<file path="src/rtl/cpu_probe_pkg.sv">
// Shared command encodings, control state type and derived-width helpers for the
// CPU probe port.
package cpu_probe_pkg;

  localparam logic [1:0] CMD_NOP  = 2'b00;
  localparam logic [1:0] CMD_HALT = 2'b01;
  localparam logic [1:0] CMD_STEP = 2'b10;
  localparam logic [1:0] CMD_RUN  = 2'b11;

  typedef enum logic [1:0] {
    ST_RUN  = 2'd0,
    ST_HALT = 2'd1,
    ST_STEP = 2'd2
  } state_e;

  function automatic int unsigned calc_nslice(int unsigned width, int unsigned out_w);
    return (width + out_w - 1) / out_w;
  endfunction

  function automatic int unsigned calc_csw(int unsigned channels);
    return $clog2(channels + 1);
  endfunction

  function automatic int unsigned calc_ssw(int unsigned nslice);
    return (nslice > 1) ? $clog2(nslice) : 1;
  endfunction

endpackage

</file>
<file path="src/rtl/cpu_probe_ctrl.sv">
// Run/halt/single-step controller: strobe edge detect plus the execution FSM that
// drives the core clock-enable.
module cpu_probe_ctrl
  import cpu_probe_pkg::*;
(
  input  logic       clk,
  input  logic       rst_n,
  input  logic [1:0] cmd,
  input  logic       cmd_stb,
  output logic       core_en,
  output logic       halted
);

  state_e state_q, state_d;
  logic   stb_q;
  logic   stb_edge;

  // A held strobe only ever issues a single command.
  assign stb_edge = cmd_stb & ~stb_q;

  always_comb begin
    state_d = state_q;
    if (stb_edge) begin
      unique case (cmd)
        CMD_HALT: state_d = ST_HALT;
        CMD_STEP: state_d = ST_STEP;
        CMD_RUN:  state_d = ST_RUN;
        default:  state_d = state_q;
      endcase
    end else if (state_q == ST_STEP) begin
      state_d = ST_HALT;
    end
  end

  always_comb begin
    core_en = (state_q == ST_RUN) || (state_q == ST_STEP);
    halted  = (state_q == ST_HALT);
  end

  always_ff @(posedge clk) begin
    if (!rst_n) begin
      state_q <= ST_RUN;
      stb_q   <= 1'b0;
    end else begin
      state_q <= state_d;
      stb_q   <= cmd_stb;
    end
  end

endmodule

</file>
<file path="src/rtl/cpu_probe_port.sv">
// Debug/output port: snapshots core buses, muxes any pin-wide slice onto the pins and
// gates core execution. Define PROBE_CYCLE_COUNTER_EN to add an enabled-cycle counter.
module cpu_probe_port
  import cpu_probe_pkg::*;
#(
  parameter  int unsigned WIDTH    = 32,
  parameter  int unsigned CHANNELS = 4,
  parameter  int unsigned OUT_W    = 16,
  localparam int unsigned NSLICE   = calc_nslice(WIDTH, OUT_W),
  localparam int unsigned CSW      = calc_csw(CHANNELS),
  localparam int unsigned SSW      = calc_ssw(NSLICE)
) (
  input  logic                       clk,
  input  logic                       rst_n,
  input  logic [CHANNELS*WIDTH-1:0]  probe_data,
  input  logic [CHANNELS-1:0]        probe_valid,
  input  logic [1:0]                 cmd,
  input  logic                       cmd_stb,
  input  logic [CSW-1:0]             ch_sel,
  input  logic [SSW-1:0]             slice_sel,
  output logic [OUT_W-1:0]           pin_out,
  output logic                       core_en,
  output logic                       halted
);

  logic [WIDTH-1:0]        snap_q [CHANNELS];
  logic [WIDTH-1:0]        word;
  logic [NSLICE*OUT_W-1:0] padded;
  logic [OUT_W-1:0]        slice;
  logic [OUT_W-1:0]        pin_q;

  cpu_probe_ctrl u_ctrl (
    .clk     (clk),
    .rst_n   (rst_n),
    .cmd     (cmd),
    .cmd_stb (cmd_stb),
    .core_en (core_en),
    .halted  (halted)
  );

  // Snapshots only move while the core is enabled, so they freeze in HALT.
  always_ff @(posedge clk) begin
    if (!rst_n) begin
      for (int i = 0; i < int'(CHANNELS); i++) snap_q[i] <= '0;
    end else begin
      for (int i = 0; i < int'(CHANNELS); i++) begin
        if (probe_valid[i] && core_en) snap_q[i] <= probe_data[i*WIDTH +: WIDTH];
      end
    end
  end

`ifdef PROBE_CYCLE_COUNTER_EN
  logic [WIDTH-1:0] cnt_q;

  always_ff @(posedge clk) begin
    if (!rst_n) begin
      cnt_q <= '0;
    end else if (core_en) begin
      cnt_q <= cnt_q + 1'b1;
    end
  end
`endif

  always_comb begin
    word = '0;
    for (int i = 0; i < int'(CHANNELS); i++) begin
      if (ch_sel == CSW'(i)) word = snap_q[i];
    end
`ifdef PROBE_CYCLE_COUNTER_EN
    if (ch_sel == CSW'(CHANNELS)) word = cnt_q;
`endif
    // Zero-pad so a final partial slice reads zero-extended.
    padded            = '0;
    padded[WIDTH-1:0] = word;
    slice             = '0;
    for (int k = 0; k < int'(NSLICE); k++) begin
      if (slice_sel == SSW'(k)) slice = padded[k*OUT_W +: OUT_W];
    end
  end

  always_ff @(posedge clk) begin
    if (!rst_n) begin
      pin_q <= '0;
    end else begin
      pin_q <= slice;
    end
  end

  assign pin_out = pin_q;

endmodule
</file>
<file path="config.mk">
export PLATFORM = sky130hd
export DESIGN_NAME = cpu_probe_port
export DESIGN_NICKNAME = d
export VERILOG_FILES = /design/src/rtl/cpu_probe_pkg.sv /design/src/rtl/cpu_probe_ctrl.sv /design/src/rtl/cpu_probe_port.sv
export SDC_FILE = /design/constraint.sdc
export NUM_CORES = 1
export LEC_CHECK = 0
export CAP_MARGIN = 20
export CORE_ASPECT_RATIO = 1.75
export CORE_MARGIN = 10
export CORE_UTILIZATION = 45
export CTS_BUF_LIST = sky130_fd_sc_hd__clkbuf_8 sky130_fd_sc_hd__clkbuf_16
export DETAILED_ROUTE_END_ITERATION = 8
export GPL_TIMING_DRIVEN = 0
export PLACE_DENSITY = 0.73
export SLEW_MARGIN = 15
export SYNTH_ARGS = -nofsm -noshare
export SYNTH_HDL_FRONTEND = slang
export SYNTH_SLANG_ARGS = --single-unit
</file>
<file path="constraint.sdc">
create_clock -name clk -period 7.6 [get_ports clk]
set_input_delay 1.52 -clock clk [delete_from_list [all_inputs] [get_ports clk]]
set_output_delay 1.52 -clock clk [all_outputs]
set_load 0.05 [all_outputs]
</file>
* Yosys cells after proc, flatten, opt, wreduce, memory -nomap -nowiden *
Memories as Yosys holds them, arrays and structs flattened.
Index checks and enable logic that the tools add are counted.

storage, ports and cells
  output and inout bits = 18
  register bits = 19
  RAM bits = 128
  input bits = 141
  word-level logic and storage cells = 53
  memories = 1

memory list
  memory  depth  bits a word  rd ports  clocked after Yosys merged registers in  write ports  RTL line              source
  snap_q  4      32           4         0                                        4            cpu_probe_port.sv:26  logic [WIDTH-1:0] snap_q [CHANNELS];

cells by class
  reduce and logical (&&, ||, !) cells = 9
  eq/ne operators = 9
  bitwise logic cells = 6
  multiplexer cells = 25

operator list
  cell                                                  count
  two-way mux 32 bit                                    8
  two-way mux 16 bit                                    1
  two-way mux 1 bit                                     13
  equality test 2 bit (second input constant)           3
  equality test 3 x 2 -> 1 bit (second input constant)  2
  one-hot mux 2 bit (3 select lines)                    1
  equality test 2 x 1 -> 1 bit (second input constant)  2
  logical AND 1 bit                                     4
  two-way mux 2 bit                                     2
  != test 4 bit (second input constant)                 1
  bitwise OR 1 bit                                      4
  equality test 3 x 1 -> 1 bit (second input constant)  1
  logical NOT 3 bit                                     1
  logical NOT 2 bit                                     1
  AND reduction 2 bit                                   1
  nonzero test 2 bit                                    1
  bitwise AND 1 bit                                     1
  logical OR 1 bit                                      1
  NOT 1 bit                                             1

* Longest topological paths before layout *
Gate-level depths: netlist of the first run.

  depth in word-level cells = 7
  mapped depth = 6

* Cells and area by module *
A second synthesis of the first run with hierarchy kept.

unflattened totals
  cell total of the unflattened synthesis = 442
  area total of the unflattened synthesis = 6,358.6 um^2

modules (own cells, without submodules)
  module          area each (um^2)  sequential area each (um^2)  cells each  times used
  cpu_probe_port  6,212.2           4,164.0                      427         1
  cpu_probe_ctrl  146.4             60.1                         15          1

* Least setup slack after synthesis of the first run *
No wires, ideal clock.

  path type = input to register
  start point = input probe_valid[0]
  end point = memory snap_q[0][0], enable pin
  required time = 7.134 ns
  arrival time = 3.826 ns
  stages = 2
  library setup time = 0.466 ns
  path slack = 3.308 ns
  cells stage by stage = inv_1 o21ai_0

RTL lines
  what         RTL line              source
  from (decl)  cpu_probe_port.sv:16  input logic [CHANNELS-1:0] probe_valid,
  to (decl)    cpu_probe_port.sv:26

* Worst setup path after layout of the first run *
  start point = register u_ctrl.state_q[0]
  end point = output halted

between the ends
  word-level cells in the longest chain between the ends = 1

ends and longest elaborated chain
  what                          RTL line              source
  from (decl)                   cpu_probe_ctrl.sv:14  state_e state_q, state_d;
  from (signal assigned)        cpu_probe_ctrl.sv:45  state_q <= state_d;
  equality test 2 x 1 -> 1 bit  cpu_probe_ctrl.sv:37  halted = (state_q == ST_HALT);
  to (decl)                     cpu_probe_port.sv:23  output logic halted

Every way passes these cells.

==> impl_metrics.json, run 1 <==
{
  "swShare_pct": 24.83,
  "r2r-start": "u_ctrl.state_q[0]",
  "power_frac_seq_pct": 48.6,
  "cp_max_fo": 7,
  "finalHoldViolCount": 0,
  "final_nets": 774,
  "internal-power_mw": 1.497,
  "synth.most_common_cell": "and3_1",
  "startpoint": "u_ctrl.state_q[0]",
  "multi_input_area_um2": 1923,
  "ant_nets": 0,
  "min_path_type": "reg2reg",
  "synth_area_per_cell_um2": 13.91,
  "synth_compound_area_share_pct": 3.713,
  "final.period_utilization_pct": 48.66,
  "hold_buffers": 0,
  "num_rows": 57,
  "io_buffers": 157,
  "cts_tree": "yes",
  "routedWlPerCell_um": 23.30,
  "final_layout_size_suffix_gt1_share_pct": 9.443,
  "htree_levels": 4,
  "grt_max_degree": 26,
  "core-area_um2": 13840,
  "grt_setup_unrepaired": "no",
  "grt_pass1_wl_um": 28660,
  "clock_sinks": 147,
  "drc": 0,
  "start_util_pct": 45.54,
  "grt_antenna_before_repair": 1,
  "ys.warnings.count": 0,
  "timing.rr.end": "snap_q[3][3]",
  "async_reset_ff_share_pct": 0,
  "outcome": "complete, no violations",
  "dp_worst_setup_slack_ns": 3.881,
  "worst_slack_ns": 3.902,
  "die_h_um": 176.5,
  "synth_top_area_share_pct": 61.00,
  "drt-initial-drc-count": 240,
  "cts_buffers": 17,
  "clkTransAtPathRegs_ns": 0.06,
  "synth-edff-count": 128,
  "regToRegSetupSlack_ns": 5.75,
  "wirelength_um": 19200,
  "clock_latency_ns": 0.43,
  "maxSlewViolCount": 0,
  "n_fill_cell": 1069,
  "grt_pass1_vias": 4968,
  "track_usage_pct": 20.18,
  "overflow": 0,
  "ctsResizeCount": 0,
  "synth_xor_area_share_pct": 0,
  "r2r_cells": 4,
  "cp-start-kind": "flip-flop",
  "synth_common_cells": "and3_1 (129), edfxtp_1 (128), mux2i_1 (65), o22ai_1 (32), clkbuf_1 (27)",
  "syn_nets": 594,
  "crit_type": "reg2out",
  "ios": 159,
  "dpl.hpwl_um": 15020,
  "synth.area.top_cells": "edfxtp_1 (61%), and3_1 (13%), mux2i_1 (10%), dfxtp_1 (6.0%), o22ai_1 (3.2%)",
  "ir_worst_vdd_mv": 0.1602,
  "ff_latch_area_um2": 4224,
  "die_area_um2": 19320,
  "die_w_um": 109.5,
  "postCtsSetupBuffers": 0,
  "critPathRequiredTime_ns": 6.08,
  "post_drt_via_cell_ratio": 5.516,
  "synth_top_family_by_area": "simple AND/OR/NAND/NOR gates",
  "crit_end": "halted",
  "relSlewSlack_pct": 62.70,
  "max_cap_violations": 0,
  "ys_seq_area_share_pct": 67.04,
  "power_density_nw_per_um2": 226.4,
  "power_frac_clock_pct": 38.8,
  "synthFlopType": "edfxtp_1",
  "fin_setup_tns_ns": 0,
  "synthMuxAreaShare_pct": 10.33,
  "comb_power_share_pct": 12.6,
  "synth.cell_area_um2": 6301,
  "area_growth_pct": 39.56,
  "cts_root_buf": "clkbuf_16",
  "synthAdderAreaFrac_pct": 0,
  "cp.arrival_ns": 2.18,
  "synthSimpleGateAreaFrac_pct": 15.77,
  "leakage_nw": 3.822,
  "synth_cell_types": 25,
  "clock_skew_ns": 0.008066,
  "clockBufferDepth": 2,
  "fin_crit_ns": 3.698,
  "route.vias.total": 4545,
  "gp_congestion": 0.8662,
  "first_pass_iters": 6,
  "max_freq_mhz": 270.4,
  "setup-violations-final": 0,
  "synthCells": 453,
  "cp-end-kind": "primary output",
  "synth-seq-cells": 147,
  "yosys.area.top_type": "edfxtp_1",
  "power.net_switching_uw": 494.4,
  "tightest_slew_ns": 0.5577
}
-- cell families (layout without fill, tap and decap cells) --
family | count (synthesis) | count (layout)
other | 0 | 1
AOI/OAI and AO/OA | 38 | 38
DFF | 147 | 147
and+or+nand+nor | 157 | 157
buffers and inverters | 46 | 239
muxes | 65 | 65
-- sequential cells by signal, indices dropped and copies added (netlist names) --
register	cells
u_ctrl.state_q	2
u_ctrl.stb_q	1
snap_q	128
pin_out	16
-- layout by cell type, fill, tap and decap left out, drive strengths merged, types with 2 or more instances in the layout --
master	Yosys	routed
and3	129	129
clkinv	0	4
or2	16	16
o22ai	32	32
mux2i	65	65
clkdlybuf4s50	0	157
o21ai	4	4
clkbuf	27	44
dfxtp	19	19
nor2	2	2
inv	5	11
buf	14	18
nand4bb	2	2
edfxtp	128	128
clkinvlp	0	5
-- metrics by stage --
stage / total power [mW] / area, um2 / std cells / hold slack [ns] / util [%]
finish: 1.991 / 8793 / 824 / 0.6380 / 63.56
global route: 2.050 / 8793 / 824 / 0.6719 / 63.56
CTS: 1.995 / 8791 / 823 / 0.6301 / 63.54
detailed placement: 1.235 / 8242 / 791 / 0.6146 / 59.57
global placement: 1.220 / 8094 / 787 / 0.5625 / 58.50
floorplan: 1.090 / 6301 / 453 / 0.5353 / -
-- critical path: stages (launching register included) --
cell             delay [ns]
dfxtp_1                0.67
inv_1                  0.15
nor2_1                 0.12
clkdlybuf4s50_1        0.82
-- worst min path at each step --
| stage | start | to | slack, ns | depth (start not counted) |
|---|---|---|---|---|
| 2_1_floorplan | u_ctrl.state_q[1] | u_ctrl.state_q[0] | 0.54 | 2 |
| 3_3_place_gp | u_ctrl.state_q[1] | u_ctrl.state_q[0] | 0.56 | 2 |
| 3_5_place_dp | snap_q[3][2] | pin_out[2] | 0.61 | 3 |
| 4_1_cts | snap_q[2][29] | pin_out[13] | 0.63 | 3 |
| 5_1_grt | u_ctrl.state_q[1] | u_ctrl.state_q[0] | 0.67 | 2 |
| 6_report | snap_q[1][2] | pin_out[2] | 0.64 | 3 |
-- power groups by stage --
stage / Sequential (mW) / Combinational, mW / Clock (mW)
2_1_floorplan: 0.995 / 0.0956 / 0
3_3_place_gp: 0.985 / 0.235 / 0
3_5_place_dp: 0.984 / 0.251 / 0
4_1_cts: 0.967 / 0.252 / 0.775
5_1_grt: 0.972 / 0.267 / 0.811
6_report: 0.967 / 0.252 / 0.772
-- final cells by class --
cell class              count  area share [%]
diodes                      1         0.02846
plain buffers              41           2.049
clock buffers              17           4.838
clock inverters            15           1.409
inverters                   5          0.2134
multi-input cells         260           21.87
flip-flops and latches    147           48.04
well taps                 177           2.518
repair buffers            161           19.04
-- per-layer routing --
layer | vias to the layer above | part of all wire [%] | track usage, %
met5 | - | 0 | 0
met4 | 0 | 5.0 | 11.71
met1 | 2187 | 33 | 19.99
met2 | 207 | 56 | 36.38
met3 | 47 | 6.2 | 5.148
li1 | 2104 | - | -
Note: power is estimated with default switching activity, not from simulation.
==> run 2: changes to the inputs <==
--- a/config.mk
+++ b/config.mk
@@ -8,11 +8,11 @@
 export CAP_MARGIN = 20
 export CORE_ASPECT_RATIO = 1.75
 export CORE_MARGIN = 10
-export CORE_UTILIZATION = 45
+export CORE_UTILIZATION = 44
 export CTS_BUF_LIST = sky130_fd_sc_hd__clkbuf_8 sky130_fd_sc_hd__clkbuf_16
 export DETAILED_ROUTE_END_ITERATION = 8
 export GPL_TIMING_DRIVEN = 0
-export PLACE_DENSITY = 0.73
+export PLACE_DENSITY = 0.75
 export SLEW_MARGIN = 15
 export SYNTH_ARGS = -nofsm -noshare
 export SYNTH_HDL_FRONTEND = slang
==> constraint.sdc (replaced) <==
create_clock -name clk -period 2.97 [get_ports clk]
set_input_delay 0.594 -clock clk [delete_from_list [all_inputs] [get_ports clk]]
set_output_delay 0.594 -clock clk [all_outputs]
set_load 0.05 [all_outputs]
==> run 2 against run 1 <==
Clock skew about the same. Sequential share of layout area is 0.19 points lower. Sequential power grew to 2.6 times the previous value. First-iteration DRC count rose by 23%. Combinational power grew to 2.5 times the previous value. Critical path type unchanged. Clock-buffer cell count is the same. Final cell count did not move. Via count increased by 0.31%. Register-to-register slack worse by 4.7 ns. Total power rose to 2.6 times the previous value. Critical path depth unchanged.
==> impl_metrics.json, run 2 (synthesis gave the netlist of run 1 again) <==
{
  "outcome": "complete, no violations",
  "ios": 159,
  "internal-power_mw": 4.054,
  "finalHoldViolCount": 0,
  "cts_tree": "yes",
  "clock_sinks": 147,
  "cp-end-kind": "primary output",
  "r2r-start": "u_ctrl.state_q[0]",
  "largest_register_ffs": 128,
  "drt-initial-drc-count": 296,
  "start_util_pct": 45.08,
  "die_w_um": 110.5,
  "cp.buffers_inverters": 2,
  "grt_setup_unrepaired": "no",
  "power_frac_clock_pct": 40.7,
  "ctsResizeCount": 0,
  "gp_congestion": 0.9450,
  "dpl.hpwl_um": 14820,
  "num_rows": 57,
  "route.vias.total": 4559,
  "crit_type": "reg2out",
  "grt_pass1_vias": 5053,
  "crit_path_cell_trace": "inv_1 > nor2_1 > clkdlybuf4s50_1",
  "critPathSlowestCell": "clkdlybuf4s50_1",
  "drc": 0,
  "clock_latency_ns": 0.43,
  "leakage_nw": 3.849,
  "setup-violations-final": 0,
  "overflow": 0,
  "ir_worst_vdd_mv": 0.3698,
  "htree_levels": 4,
  "power_mw": 5.241,
  "final.period_utilization_pct": 93.99,
  "die_area_um2": 19700,
  "maxSlewViolCount": 0,
  "swShare_pct": 22.66,
  "power.net_switching_mw": 1.187,
  "layout_commonest_cell": "clkdlybuf4s50_1",
  "ant_nets": 0,
  "critPathTopFamily": "buffers and inverters",
  "grt_antenna_before_repair": 1,
  "hold_buffers": 0,
  "cp.arrival_ns": 2.20,
  "tightest_slew_ns": 0.6100,
  "cts_root_buf": "clkbuf_16",
  "cts_buffers": 17,
  "multi_input_area_um2": 1923,
  "io_buffers": 157,
  "power_density_nw_per_um2": 593.6,
  "postCtsSetupBuffers": 0,
  "clock_skew_ns": 0.008434,
  "critPathRequiredTime_ns": 2.38,
  "relSlewSlack_pct": 59.21,
  "startpoint": "u_ctrl.state_q[0]",
  "ff_latch_area_um2": 4224,
  "crit_end": "halted",
  "max_freq_mhz": 358.2,
  "min_path_type": "reg2reg",
  "final_nets": 774,
  "r2r_cells": 4,
  "final_core_util_pct": 63.16,
  "max_cap_violations": 0,
  "grt_pass1_wl_um": 28520,
  "n_fill_cell": 1085,
  "fin_crit_ns": 2.791,
  "slowest_delay_ns": 0.81,
  "post_drt_via_cell_ratio": 5.533,
  "regMostFlops": "snap_q",
  "core-area_um2": 13980,
  "area_growth_pct": 40.11,
  "worst-path-stages": 3,
  "final_layout_size_suffix_gt1_share_pct": 8.978,
  "first_pass_iters": 5,
  "clockBufferDepth": 2,
  "power_frac_seq_pct": 47.2,
  "clkTransAtPathRegs_ns": 0.06,
  "grt_max_degree": 27,
  "timing.rr.end": "snap_q[0][29]",
  "die_h_um": 178.3,
  "comb_power_share_pct": 12.2,
  "cp-start-kind": "flip-flop",
  "regToRegSetupSlack_ns": 1.07,
  "cp_max_fo": 7,
  "wirelength_um": 18940,
  "routedWlPerCell_um": 22.99,
  "track_usage_pct": 19.03,
  "final_cell_mix": "clkdlybuf4s50_1 (157), and3_1 (129), edfxtp_1 (128), mux2i_1 (65), o22ai_1 (32)"
}
## run 2: cell type report
class,instances,area share (%)
diodes,1,0.02834
plain buffers,41,2.041
clock buffers,17,4.819
clock inverters,15,1.885
inverters,5,0.2126
multi-input cells,260,21.78
flip-flops and latches,147,47.85
well taps,177,2.508
repair buffers,161,18.88
## run 2: power groups by stage
stage                     clock (mW)  sequential, mW  combinational (mW)
after floorplan                    0            2.54               0.245
after global placement             0            2.51               0.597
after detailed placement           0            2.52               0.639
after CTS                       2.14            2.47               0.642
after global routing            2.23            2.49               0.680
final                           2.13            2.47               0.637
## run 2: worst min path at each step
| stage | startpoint | end | slack [ns] | depth (start not counted) |
|---|---|---|---|---|
| floorplan | u_ctrl.state_q[1] | u_ctrl.state_q[0] | 0.54 | 2 |
| global placement | u_ctrl.state_q[1] | u_ctrl.state_q[0] | 0.56 | 2 |
| detailed placement | u_ctrl.state_q[1] | u_ctrl.state_q[0] | 0.58 | 2 |
| CTS | u_ctrl.state_q[1] | u_ctrl.state_q[0] | 0.59 | 2 |
| global route | u_ctrl.state_q[1] | u_ctrl.state_q[0] | 0.63 | 2 |
| finish | u_ctrl.state_q[1] | u_ctrl.state_q[0] | 0.59 | 2 |
## run 2: worst reg2reg max path: cells and delay by family, from the launching register on
kind / cells / cell delay, ns
buffers and inverters: 2 / 0.82
DFF: 1 / 0.48
and+or+nand+nor: 2 / 0.46
## run 2: routing by layer
metal	up-vias	wire (um)	GRT usage, %
met5	-	15	0
met4	2	622	9.804
met3	40	1277	5.314
met2	223	10860	36.42
met1	2190	6162	17.92
li1	2104	-	-
## run 2: per-stage QoR
step / setup WS, ns / hold slack, ns / setup TNS (ns) / cell area (um2) / instances
final: 0.1785 / 0.5877 / 0 / 8828 / 824
after global routing: 0.07569 / 0.6253 / 0 / 8826 / 823
after CTS: 0.1625 / 0.5864 / 0 / 8826 / 823
after detailed placement: 0.1476 / 0.5823 / 0 / 8234 / 791
after global placement: -0.8927 / 0.5636 / -110.45 / 8094 / 787
after floorplan: 0.4698 / 0.5353 / 0 / 6301 / 453
